$ cat src/rtl/gpio_defaults_pkg.sv
// Shared definitions for the GPIO power-on configuration block.
// Contents: config word width, bit positions of each pad-control field,
// the config word type and the standard management-output config value.
package gpio_defaults_pkg;

   localparam int GPIO_CFG_W      = 13;

   localparam int CFG_MGMT_ENA    = 0;
   localparam int CFG_OEB         = 1;
   localparam int CFG_HOLD_OVR    = 2;
   localparam int CFG_INP_DIS     = 3;
   localparam int CFG_IB_MODE_SEL = 4;
   localparam int CFG_ANA_EN      = 5;
   localparam int CFG_ANA_SEL     = 6;
   localparam int CFG_ANA_POL     = 7;
   localparam int CFG_SLOW_SEL    = 8;
   localparam int CFG_VTRIP_SEL   = 9;
   localparam int CFG_DM_LSB      = 10;
   localparam int CFG_DM_MSB      = 12;

   typedef logic [GPIO_CFG_W-1:0] gpio_cfg_t;

   // Management-controlled standard output pad setting
   localparam gpio_cfg_t GPIO_CFG_MGMT_STD_OUT = 13'h1809;

endpackage

$ cat src/rtl/gpio_cfg_shreg.sv
// 13-bit serial configuration shift register, MSB-first.
// Ports:
//   clk_sys   in   shift clock, rising edge
//   rst_b     in   async active-low reset, loads INIT
//   hold      in   1 -> register keeps its value this edge
//   data_in   in   serial bit entering at bit 0
//   shreg     out  current register contents
//   data_out  out  shreg MSB, for daisy-chaining
module gpio_cfg_shreg
   import gpio_defaults_pkg::*;
#(
   parameter logic [GPIO_CFG_W-1:0] INIT = '0
) (
   input  logic                  clk_sys,
   input  logic                  rst_b,
   input  logic                  hold,
   input  logic                  data_in,
   output logic [GPIO_CFG_W-1:0] shreg,
   output logic                  data_out
);

   always_ff @(posedge clk_sys or negedge rst_b) begin
      if (!rst_b) begin
         shreg <= INIT;
      end else if (!hold) begin
         shreg <= {shreg[GPIO_CFG_W-2:0], data_in};
      end
   end

   assign data_out = shreg[GPIO_CFG_W-1];

endmodule

$ cat src/rtl/gpio_defaults_block.sv
// Power-on configuration word for one GPIO pad, rewritable through a
// daisy-chained serial shift/load port, with decoded pad-control fields.
// Optional build macro GPIO_DEFAULTS_LOCK_EN adds cfg_lock, which freezes
// the config word against serial_load/default_restore (shifting continues).
// Ports:
//   serial_clock     in   sole clock, rising edge
//   resetn           in   async active-low reset, loads GPIO_CONFIG_INIT
//   serial_data_in   in   serial config bit, shifted while no load/restore
//   serial_load      in   commit shift register into config word
//   default_restore  in   reload GPIO_CONFIG_INIT (wins over serial_load)
//   cfg_lock         in   (GPIO_DEFAULTS_LOCK_EN only) freeze config word
//   serial_data_out  out  shift register MSB to next pad
//   gpio_defaults    out  registered config word
//   mgmt_ena .. dm   out  decoded fields of gpio_defaults
module gpio_defaults_block
   import gpio_defaults_pkg::*;
#(
   parameter logic [12:0] GPIO_CONFIG_INIT = 13'h0403
) (
`ifdef GPIO_DEFAULTS_LOCK_EN
   input  logic        cfg_lock,
`endif
   input  logic        serial_clock,
   input  logic        resetn,
   input  logic        serial_data_in,
   input  logic        serial_load,
   input  logic        default_restore,
   output logic        serial_data_out,
   output logic [12:0] gpio_defaults,
   output logic        mgmt_ena,
   output logic        oeb,
   output logic        hold_ovr,
   output logic        inp_dis,
   output logic        ib_mode_sel,
   output logic        ana_en,
   output logic        ana_sel,
   output logic        ana_pol,
   output logic        slow_sel,
   output logic        vtrip_sel,
   output logic [2:0]  dm
);

   logic            restore_en;
   logic            load_en;
   logic [12:0]     shreg;
   gpio_cfg_t       cfg;

`ifdef GPIO_DEFAULTS_LOCK_EN
   assign restore_en = default_restore & ~cfg_lock;
   assign load_en    = serial_load & ~cfg_lock;
`else
   assign restore_en = default_restore;
   assign load_en    = serial_load;
`endif

   // Shift only on edges where the config word is not being written; a
   // locked (ignored) load/restore therefore lets the shift proceed.
   gpio_cfg_shreg #(
      .INIT (GPIO_CONFIG_INIT)
   ) u_shreg (
      .clk_sys  (serial_clock),
      .rst_b    (resetn),
      .hold     (restore_en | load_en),
      .data_in  (serial_data_in),
      .shreg    (shreg),
      .data_out (serial_data_out)
   );

   always_ff @(posedge serial_clock or negedge resetn) begin
      if (!resetn) begin
         cfg <= GPIO_CONFIG_INIT;
      end else if (restore_en) begin
         cfg <= GPIO_CONFIG_INIT;
      end else if (load_en) begin
         cfg <= shreg;
      end
   end

   assign gpio_defaults = cfg;
   assign mgmt_ena      = cfg[CFG_MGMT_ENA];
   assign oeb           = cfg[CFG_OEB];
   assign hold_ovr      = cfg[CFG_HOLD_OVR];
   assign inp_dis       = cfg[CFG_INP_DIS];
   assign ib_mode_sel   = cfg[CFG_IB_MODE_SEL];
   assign ana_en        = cfg[CFG_ANA_EN];
   assign ana_sel       = cfg[CFG_ANA_SEL];
   assign ana_pol       = cfg[CFG_ANA_POL];
   assign slow_sel      = cfg[CFG_SLOW_SEL];
   assign vtrip_sel     = cfg[CFG_VTRIP_SEL];
   assign dm            = cfg[CFG_DM_MSB:CFG_DM_LSB];

endmodule

$ cat config.mk
export PLATFORM = sky130hd
export DESIGN_NAME = gpio_defaults_block
export DESIGN_NICKNAME = d
export VERILOG_FILES = /design/src/rtl/gpio_defaults_pkg.sv /design/src/rtl/gpio_cfg_shreg.sv /design/src/rtl/gpio_defaults_block.sv
export SDC_FILE = /design/constraint.sdc
export NUM_CORES = 1
export LEC_CHECK = 0
export CAP_MARGIN = 40
export CORE_ASPECT_RATIO = 0.8
export CORE_MARGIN = 2
export CORE_UTILIZATION = 35
export DETAILED_ROUTE_END_ITERATION = 12
export GPL_ROUTABILITY_DRIVEN = 0
export GPL_TIMING_DRIVEN = 0
export PLACE_DENSITY = 0.62
export SYNTH_ARGS = -nofsm -noshare
export SYNTH_HDL_FRONTEND = slang
export SYNTH_SLANG_ARGS = --single-unit
export TNS_END_PERCENT = 20
$ cat constraint.sdc
create_clock -name serial_clock -period 0.8 [get_ports serial_clock]
set_input_delay 0.08 -clock serial_clock [delete_from_list [all_inputs] [get_ports serial_clock]]
set_output_delay 0.08 -clock serial_clock [all_outputs]
set_load 0.01 [all_outputs]
# [After elaboration in Yosys (flattened, before gate mapping)]
# Cells that the tools add are included.
[totals] ff_bits=26 in_bits=5 output_inout_bits=27 word_cells=6
[classes] mux=2 bitwise_logic=1 n_reduce_logical=1
[op_table] operator="$mux 13" n=2
[op_table] operator="$reduce_bool 2->1" n=1
[op_table] operator="$or 1x1->1" n=1

# [Logic depth before layout (Yosys ltp)]
# Gate-level depths: netlist (run 1).
[depth] word_depth=2 ltp_mapped=4 mapped_depth_nobuf=2

# [Hierarchy]
# From an unflattened synthesis (run 1), not the netlist that was laid out.
[hier_totals] cells_unflattened=84 area_unflattened_um2=1183.6
[modules_own_cells] module="gpio_defaults_block" instances=1 cells_per_inst=56 area_per_inst_um2=651.9 seq_area_each_um2=329.1
[modules_own_cells] module="gpio_cfg_shreg" instances=1 cells_per_inst=28 area_per_inst_um2=531.8 seq_area_each_um2=329.1

# [Worst setup path after synthesis (run 1)]
# Ideal clock, no wire load.
[synth_timing] path_type="input to register" startpoint="input serial_load" endpoint="register u_shreg.shreg[12]" setup_time_ns=0.125 arrival_ns=0.818 t_required_ns=0.675 setup_slack_ns=-0.143 path_stages=4 n_path_buf=2 cell_sequence="buf_4 > nor2_4 > buf_6 > mux2_4"
[synth_via] elab_chain_len=1
[synth_rtl] item="start: declaration" line_no="gpio_defaults_block.sv:26" text="input logic serial_load,"
[synth_rtl] item="$or 1x1->1" line_no="gpio_defaults_block.sv:63" text=".hold (restore_en | load_en),"
[synth_rtl] item="end signal: assignment" line_no="gpio_cfg_shreg.sv:26" text="shreg <= {shreg[GPIO_CFG_W-2:0], data_in};"
[synth_rtl] item="end: declaration" line_no="gpio_cfg_shreg.sv:18" text="output logic [GPIO_CFG_W-1:0] shreg,"
# Every way passes these cells.
# A chain may end at the register's enable or synchronous reset.

# [Worst setup path in the final report (run 1)]
[layout_timing] startpoint="register cfg[10], in the netlist gpio_defaults[10]" endpoint="output gpio_defaults[10]"
[layout_rtl] item="start: declaration" line_no="gpio_defaults_block.sv:46" text="gpio_cfg_t cfg;"
[layout_rtl] item="start signal: assignment" line_no="gpio_defaults_block.sv:75" text="cfg <= shreg;"
[layout_rtl] item="end: declaration" line_no="gpio_defaults_block.sv:29" text="output logic [12:0] gpio_defaults,"
# No word-level cell between the ends.

==> results.json, run 1 <==
{
  "die_w_um": 68.5,
  "grt_overflow": 0,
  "io_pins": 32,
  "cp.required_ns": 0.72,
  "synth_top_area_cell": "dfrtp_1",
  "worstHoldPathCells": 2,
  "syn-cell-area_um2": 1160,
  "yosys-top-cells-area": "dfrtp_1 (43%), dfstp_2 (14%), mux2_4 (13%)",
  "portBuffers": 30,
  "syn_area_per_cell_um2": 14.0,
  "ff2ff_setup_slack_ns": -0.14,
  "drc": 0,
  "drtAntennaViolNets": 0,
  "cp_common_cell": "buf_6",
  "ys_warn_count": 0,
  "wire_per_inst_um": 11.8,
  "timing.final.ws_setup_ns": -0.276,
  "criticalPathCategory": "flop to output port",
  "outcome": "finished, violations left",
  "ys_types": 12,
  "ir_drop_uv": 1140,
  "place_ws_ns": -0.617,
  "vias": 728,
  "synth_top_cell_area_share_pct": 43.0,
  "vias_per_cell": 4.41,
  "cts_hold_buffers": 0,
  "p_clk_share_pct": 23.3,
  "r2r-end": "gpio_defaults[7]",
  "fmax_mhz": 930,
  "num_rows": 18,
  "numCtsBuffers": 3,
  "finalSetupViolations": 35,
  "clk-insertion-delay-late_ns": 0.27,
  "p_int_mw": 3.40,
  "grt_pass1_wl_um": 3250,
  "cap_violations": 0,
  "grt_start_max_net_pins": 18,
  "synthCells": 83,
  "r2r_cells": 4,
  "nets": 131,
  "place_area_um2": 1550,
  "seq_power_share_pct": 44.9,
  "wirelength_um": 1950,
  "hold_end": "gpio_defaults[1]",
  "antenna_cells": 0,
  "grtUsageTotal_pct": 11.4,
  "finalCritPeriodShare_pct": 134,
  "die_h_um": 55.6,
  "hold_slack_ns": 0.0884,
  "hpwl_um": 1350,
  "total_power_mw": 4.59,
  "crit_arrival_ns": 1.00,
  "clock_path_buffers": 2,
  "tritoncts": "yes",
  "crit_chain": "buf_6, buf_6",
  "r2r-start": "gpio_defaults[7]",
  "syn_nets": 88,
  "post_route_cells_drive_above_1_share_pct": 64.0,
  "clkSlewWorstSetupHoldPaths_ns": 0.08,
  "cts_sinks": 26,
  "fin_area_um2": 1650,
  "power.switching_mw": 1.19,
  "ctsHtreeMaxLevel": 1,
  "slowest_delay_ns": 0.56,
  "drtIter0Drc": 6,
  "syn_to_final_growth_pct": 41.5,
  "start_util_pct": 37.2,
  "netSwitchingFraction_pct": 25.9,
  "violations": "setup timing",
  "die_area_um2": 3800,
  "grt_pass1_vias": 679,
  "crit_path_end_kind": "output port",
  "rsz0062_at_grt": "true",
  "cts-root-buf": "clkbuf_8",
  "worstMarginPinSlew_ns": 0.545,
  "fin_skew_ns": 0.00430,
  "slowest_stage": "dfstp_2",
  "synth_seq_cells": 26,
  "critPathLaunchType": "flop",
  "grt_antenna_before_repair": 0,
  "worstHoldPathType": "primary input to flop",
  "first_pass_iters": 3,
  "drv_slew": 0,
  "slew_headroom_pct": 63.6,
  "hold_start": "serial_load",
  "yosysSeqAreaShare_pct": 56.6,
  "p_comb_share_pct": 31.7,
  "hold_violations": 0,
  "leakage_nw": 0.854,
  "period_minus_slack_ns": 1.08,
  "core_um2": 3130,
  "crit_fanout": 3,
  "power_density_nw_per_um2": 2790
}
[stage by stage]
stage          setup TNS [ns]  util, %  instances
5_1_grt                 -6.22     52.6        165
3_5_place_dp           -24.63     49.6        154
4_1_cts                 -4.99     51.3        164
2_1_floorplan           -1.18        -         83
3_3_place_gp           -36.75     48.7        153
6_report                -4.73     52.6        165
[sequential cells by signal, summed over array words and instances (netlist names)]
name and count:
gpio_defaults 13, u_shreg.shreg 13
[how the worst max path moves through the flow]
| stage | start | end | slack [ns] | cells after the start |
|---|---|---|---|---|
| 6_report | gpio_defaults[10] | gpio_defaults[10] | -0.28 | 2 |
| 4_1_cts | gpio_defaults[10] | gpio_defaults[10] | -0.29 | 2 |
| 3_3_place_gp | resetn | gpio_defaults[12] | -0.68 | 1 |
| 3_5_place_dp | default_restore | gpio_defaults[12] | -0.62 | 3 |
| 5_1_grt | gpio_defaults[1] | gpio_defaults[1] | -0.31 | 2 |
| 2_1_floorplan | serial_load | u_shreg.shreg[12] | -0.12 | 4 |
[per-layer routing]
metal	up-vias	track usage, %	routed length (um)
met3	4	2.43	87
met5	-	0	0
li1	349	-	-
met2	17	16.8	898
met1	358	16.1	930
met4	0	5.14	32
[cells in the mapped netlist]
cell and n:
buf_6 1, nor2_4 1, mux2_2 3, mux2_4 10
dfrtp_1 20, clkbuf_1 1, mux2i_1 10, a211o_1 3
buf_4 15, nor2b_1 3, dfstp_2 6, nor2_1 10
[layout make-up]
| cell class | count | area, um^2 |
|---|---|---|
| fill | 264 | 1480 |
| tap | 40 | 50.0 |
| buffer | 17 | 174 |
| multi-input combinational | 40 | 390 |
| clock inverter | 1 | 30.0 |
| timing repair buffer | 38 | 303 |
| sequential | 26 | 658 |
| clock buffer | 3 | 41.3 |
[what timing repair did]
| item | 4_1_cts | 5_1_grt |
|---|---|---|
| endpoints found under the hold margin | 0 | 0 |
| pin swaps | 4 | 0 |
| endpoints found under the setup margin | 53 | 40 |
| buffers inserted | 6 | 1 |
| resized for setup | 126 | 7 |
[worst max-delay path: cells and delay by family, from the launching register on]
| family | cells | cell delay [ns] |
|---|---|---|
| buffers and inverters | 2 | 0.18 |
| DFF | 1 | 0.56 |
[kinds of logic (layout without fill, tap and decap cells)]
group	after synthesis	in the layout	synth area share, %
compound gates	3	3	2.26
buf+inv	17	59	11.0
flops	26	26	56.6
mux	23	23	24.4
simple gates	14	14	5.81
[placed cells by master (no fill, tap or decap)]
| master | instances |
|---|---|
| a211o_1 | 3 |
| buf_16 | 1 |
| buf_2 | 18 |
| buf_4 | 12 |
| buf_6 | 18 |
| buf_8 | 2 |
| bufinv_16 | 1 |
| clkbuf_2 | 1 |
| clkbuf_8 | 3 |
| clkdlybuf4s15_2 | 1 |
| clkdlybuf4s50_1 | 2 |
| dfrtp_1 | 20 |
| dfstp_2 | 6 |
| mux2_2 | 3 |
| mux2_4 | 10 |
| mux2i_1 | 10 |
| nor2_1 | 10 |
| nor2_4 | 1 |
| nor2b_2 | 2 |
| nor2b_4 | 1 |
[power by group through the flow]
stage | Sequential [mW] | Combinational (mW) | Clock, mW
after global placement | 2.07 | 1.43 | 0
final | 2.06 | 1.46 | 1.07
after detailed placement | 2.08 | 1.46 | 0
after floorplan | 2.06 | 0.811 | 0
after global routing | 2.12 | 1.57 | 1.17
after CTS | 2.06 | 1.42 | 1.10
Note: power is estimated with default switching activity, not from simulation.
==> run 2, diff against run 1 <==
Settings changed: CORE_MARGIN 2 to default.
==> results.json, run 2 (synthesis gave the netlist of run 1 again) <==
{
  "outcome": "finished, violations left",
  "violations": "setup timing",
  "leakage_nw": 0.850,
  "criticalPathCategory": "flop to output port",
  "crit_chain": "buf_6, buf_6",
  "crit_path_end_kind": "output port",
  "ir_drop_uv": 1150,
  "clk-insertion-delay-late_ns": 0.26,
  "start_util_pct": 37.2,
  "place_inst": 154,
  "crit_arrival_ns": 1.00,
  "drv_slew": 0,
  "core_um2": 3130,
  "cts-root-buf": "clkbuf_8",
  "fin_cells": 165,
  "slowest_stage": "dfstp_2",
  "final_util_pct": 52.5,
  "fin_skew_ns": 0.00490,
  "io_pins": 32,
  "grt_pass1_wl_um": 3310,
  "first_pass_iters": 2,
  "power_density_nw_per_um2": 2610,
  "nets": 131,
  "cp_common_cell": "buf_6",
  "portBuffers": 30,
  "numCtsBuffers": 3,
  "vias": 729,
  "cp.required_ns": 0.72,
  "grt_pass1_vias": 726,
  "timing.final.ws_setup_ns": -0.281,
  "r2r-start": "gpio_defaults[10]",
  "finalSetupViolations": 35,
  "finalCritPeriodShare_pct": 135,
  "cap_violations": 0,
  "ff2ff_setup_slack_ns": -0.09,
  "worstHoldPathCells": 2,
  "grtUsageMet1_pct": 16.4,
  "post_route_cells_drive_above_1_share_pct": 62.4,
  "final_cell_mix": "buf_6 (21), dfrtp_1 (20), buf_2 (16)",
  "rsz0062_at_grt": "true",
  "r2r-end": "gpio_defaults[10]",
  "r2r_cells": 2,
  "hold_start": "serial_load",
  "crit_fanout": 3,
  "hold_violations": 0,
  "slowest_delay_ns": 0.56,
  "wire_per_inst_um": 12.4,
  "period_minus_slack_ns": 1.08,
  "worstMarginPinSlew_ns": 0.527,
  "drtAntennaViolNets": 0,
  "hold_end": "gpio_defaults[1]",
  "num_rows": 18,
  "grtUsageTotal_pct": 12.8,
  "tritoncts": "yes",
  "drtIter0Drc": 2,
  "vias_per_cell": 4.42,
  "layout_commonest_cell": "buf_6",
  "syn_to_final_growth_pct": 41.3,
  "clkSlewWorstSetupHoldPaths_ns": 0.08,
  "cts_hold_buffers": 0,
  "critPathLaunchType": "flop",
  "clock_path_buffers": 2,
  "die_area_um2": 3560,
  "fmax_mhz": 925,
  "ctsHtreeMaxLevel": 1,
  "grt_overflow": 0,
  "grt_antenna_before_repair": 0,
  "grtUsageMet3_pct": 2.54,
  "final.setup.tns_ns": -4.65,
  "worstHoldPathType": "primary input to flop",
  "hpwl_um": 1430,
  "grt.busiest_layer": "met2",
  "total_power_mw": 4.29,
  "slew_headroom_pct": 64.8,
  "grt_start_max_net_pins": 18,
  "die_h_um": 53.6,
  "wirelength_um": 2050,
  "cts_sinks": 26,
  "grtUsageMet2_pct": 21.1,
  "die_w_um": 66.5,
  "drc": 0,
  "antenna_cells": 0
}
## run 2: worst max-delay path, delay by kind of cell (launching register included)
kind	cells	cell delay, ns
DFF	1	0.56
buffers and inverters	2	0.17
## run 2: worst max path at each step
stage | slack (ns) | to | depth (start not counted) | start
6_report | -0.28 | gpio_defaults[10] | 2 | gpio_defaults[10]
5_1_grt | -0.31 | gpio_defaults[10] | 2 | gpio_defaults[10]
4_1_cts | -0.29 | gpio_defaults[10] | 2 | gpio_defaults[10]
3_5_place_dp | -0.64 | u_shreg.shreg[12] | 4 | default_restore
3_3_place_gp | -0.67 | gpio_defaults[12] | 1 | resetn
2_1_floorplan | -0.12 | u_shreg.shreg[12] | 4 | serial_load
## run 2: repair_timing
action,4_1_cts,5_1_grt
gates resized for setup,128,8
setup buffers,7,0
pin swaps,3,2
endpoints found under the setup margin,53,45
## run 2: through the flow
stage	hold slack (ns)	area [um^2]	setup WS, ns
final	0.0955	1640	-0.281
after floorplan	-0.216	1170	-0.121
after CTS	0.0683	1600	-0.287
after global routing	0.0966	1640	-0.315
after global placement	0.339	1530	-0.669
after detailed placement	0.343	1550	-0.638
## run 2: area by class of cell
class	count	area, um^2
Sequential cell	26	658
Clock buffer	4	45.0
Timing Repair Buffer	38	315
Tap cell	40	50.0
Fill cell	267	1490
Buffer	17	183
Multi-Input combinational cell	40	393
## run 2: metal layers
layer | share of wire, % | wire, um
met1 | 45 | 930
met2 | 49 | 1010
met3 | 3.6 | 74
met4 | 1.9 | 38
met5 | 0 | 0
## run 2: where the power goes
| group | leakage, nW | total, mW | internal [mW] | switching (mW) |
|---|---|---|---|---|
| registers | 0.320 | 2.07 | 1.75 | 0.326 |
| clock network | 0.0228 | 0.732 | 0.356 | 0.376 |
| logic | 0.507 | 1.48 | 0.996 | 0.487 |
| total | 0.850 | 4.29 | 3.10 | 1.19 |
==> run 3, diff against run 2 <==
Settings changed: CELL_PAD_IN_SITES_DETAIL_PLACEMENT from default to 1, CELL_PAD_IN_SITES_GLOBAL_PLACEMENT from default to 1, CORE_UTILIZATION 35 to 34, PLACE_DENSITY 0.62 to 0.72, SYNTH_HIERARCHICAL from default to 1.
==> results.json, run 3 <==
{
  "outcome": "finished, violations left",
  "violations": "hold timing, setup timing",
  "grt_start_max_net_pins": 18,
  "synthArstFlopShare_pct": 100,
  "path_delay_family": "flip-flops",
  "vias_per_cell": 4.57,
  "crit_path_end_kind": "output port",
  "fmax_mhz": 928,
  "start_util_pct": 37.0,
  "cts-root-buf": "clkbuf_8",
  "synthTopCellsByCount": "dfrtp_1 (20), buf_4 (14), mux2_4 (10), mux2i_1 (10), nor2_1 (10)",
  "finalSetupViolations": 45,
  "cp.required_ns": 0.72,
  "portBuffers": 30,
  "wire_per_inst_um": 13.9,
  "die_area_um2": 3720,
  "leakage_nw": 0.888,
  "layout_commonest_cell": "buf_6",
  "yosysMostFrequentCell": "dfrtp_1",
  "crit_fanout": 3,
  "r2r_cells": 4,
  "clkSlewWorstSetupHoldPaths_ns": 0.09,
  "total_power_mw": 4.43,
  "grt.busiest_layer": "met2",
  "drtAntennaViolNets": 0,
  "crit_end": "gpio_defaults[10]",
  "crit_start": "gpio_defaults[10]",
  "ys_types": 13,
  "ys_warn_count": 6,
  "slowest_stage": "dfstp_2",
  "slowest_delay_ns": 0.56,
  "syn_area_per_cell_um2": 14.1,
  "drtIter0Drc": 19,
  "die_w_um": 68.0,
  "criticalPathCategory": "flop to output port",
  "num_rows": 18,
  "synth-edff-count": 0,
  "drc": 0,
  "cap_violations": 0,
  "core_um2": 3200,
  "grt_overflow": 0,
  "io_pins": 32,
  "ff2ff_setup_slack_ns": -0.14,
  "vias": 763,
  "antenna_cells": 0,
  "final_cell_mix": "buf_6 (23), dfrtp_1 (20), buf_2 (16)",
  "wirelength_um": 2330,
  "first_pass_iters": 2,
  "worstMarginPinSlew_ns": 0.571,
  "grtUsageMet2_pct": 24.8,
  "cp_common_cell": "buf_6",
  "slew_headroom_pct": 61.9,
  "nets": 133,
  "grtUsageMet3_pct": 2.50,
  "r2r-start": "gpio_defaults[6]",
  "fill_cells": 326,
  "numCtsBuffers": 3,
  "drv_slew": 0,
  "ctsHtreeMaxLevel": 1,
  "synth_seq_cells": 26,
  "grt_pass1_vias": 804,
  "grtUsageTotal_pct": 14.8,
  "synth_top_cell_area_share_pct": 42.3,
  "yosysSeqAreaShare_pct": 55.6,
  "syn_to_final_growth_pct": 41.5,
  "clk-insertion-delay-late_ns": 0.26,
  "timing.final.ws_setup_ns": -0.278,
  "die_h_um": 54.8,
  "ys.flop_type": "dfrtp_1",
  "cts_hold_buffers": 0,
  "syn_nets": 89,
  "crit_chain": "buf_6, buf_6",
  "crit_arrival_ns": 1.00,
  "cp_num_buf_inv": 2,
  "clock_path_buffers": 2,
  "yosys-top-cells-area": "dfrtp_1 (42%), dfstp_2 (13%), mux2_4 (13%)",
  "crit_cells": 2,
  "finalCritPeriodShare_pct": 135,
  "worstHoldPathType": "primary input to async pin",
  "synthCells": 84,
  "grt_antenna_before_repair": 0,
  "power_density_nw_per_um2": 2650,
  "period_minus_slack_ns": 1.08,
  "hpwl_um": 1660,
  "critPathLaunchType": "flop",
  "post_route_cells_drive_above_1_share_pct": 63.0,
  "rsz0062_at_grt": "true",
  "synth_top_area_cell": "dfrtp_1",
  "fin_skew_ns": 0.00227,
  "syn-cell-area_um2": 1180,
  "cts_sinks": 26,
  "tritoncts": "yes",
  "hold_violations": 7,
  "grtUsageMet1_pct": 19.3,
  "hold_slack_ns": -0.216,
  "r2r-end": "gpio_defaults[6]",
  "grt_pass1_wl_um": 3910,
  "ir_drop_uv": 1060
}
==> run 3: cell count changes after synthesis <==
cell,delta
buf_12,+1
buf_2,+1
buf_4,-1
buf_6,+1
clkbuf_1,-1
nor2_4,-1
or2_1,+1
==> run 3: routing by layer <==
metal | vias up | part of all wire, %
met3 | 2 | 5.5
met4 | 0 | 0.47
met1 | 387 | 43
met5 | - | 0
met2 | 23 | 51
li1 | 351 | -
==> run 3: cells by family after synthesis <==
kind of cell	Yosys count	share of synthesized area, %
buffers and inverters	18	12.9
AOI/OAI and AO/OA	3	2.22
DFF	26	55.6
and+or+nand+nor	14	5.29
muxes	23	24.0
==> run 3: worst register-to-register path, delay by kind of cell (launching register included) <==
| family | cells | cell delay [ns] |
|---|---|---|
| muxes | 1 | 0.12 |
| buffers and inverters | 2 | 0.25 |
| and+or+nand+nor | 1 | 0.05 |
| DFF | 1 | 0.41 |
==> run 3: stage by stage <==
step                      setup TNS [ns]  setup slack (ns)  utilization (%)  area (um^2)  instances
after floorplan                    -3.83            -0.339                -         1190         84
after global placement            -34.60            -0.684             48.3         1540        154
after detailed placement          -22.48            -0.678             49.1         1570        155
after CTS                          -6.35            -0.287             50.5         1620        166
after global routing               -7.78            -0.324             52.4         1680        167
final                              -6.16            -0.278             52.4         1680        167
==> run 3: layout make-up <==
class	instances	area [um^2]	share of cell area, %
Multi-Input combinational cell	40	385	23.0
Sequential cell	26	658	39.3
Clock buffer	4	45.0	2.69
Timing Repair Buffer	39	325	19.4
Buffer	18	211	12.6
Tap cell	40	50.0	2.99
==> run 3: where the power goes <==
| part | total [mW] | switching [mW] | internal [mW] |
|---|---|---|---|
| sequential | 2.09 | 0.340 | 1.75 |
| clock | 0.752 | 0.396 | 0.356 |
| combinational | 1.59 | 0.512 | 1.08 |
| total | 4.43 | 1.25 | 3.18 |
==> run 3: what timing repair did <==
action                                  4_1_cts  5_1_grt
gates resized for setup                     125       14
hold endpoints to repair                      0        7
setup buffers                                 7        1
pin swaps                                     3        1
endpoints found under the setup margin       53       51
gates cloned                                  0        0
==> run 3: worst min path at each step <==
stage	startpoint	slack, ns	cells after the start	endpoint
detailed placement	serial_load	0.35	2	gpio_defaults[0]
global placement	serial_load	0.34	2	gpio_defaults[10]
floorplan	resetn	-0.22	0	gpio_defaults[11]
finish	resetn	-0.22	1	gpio_defaults[6]
CTS	serial_load	0.06	2	gpio_defaults[0]
global route	resetn	-0.20	1	gpio_defaults[6]
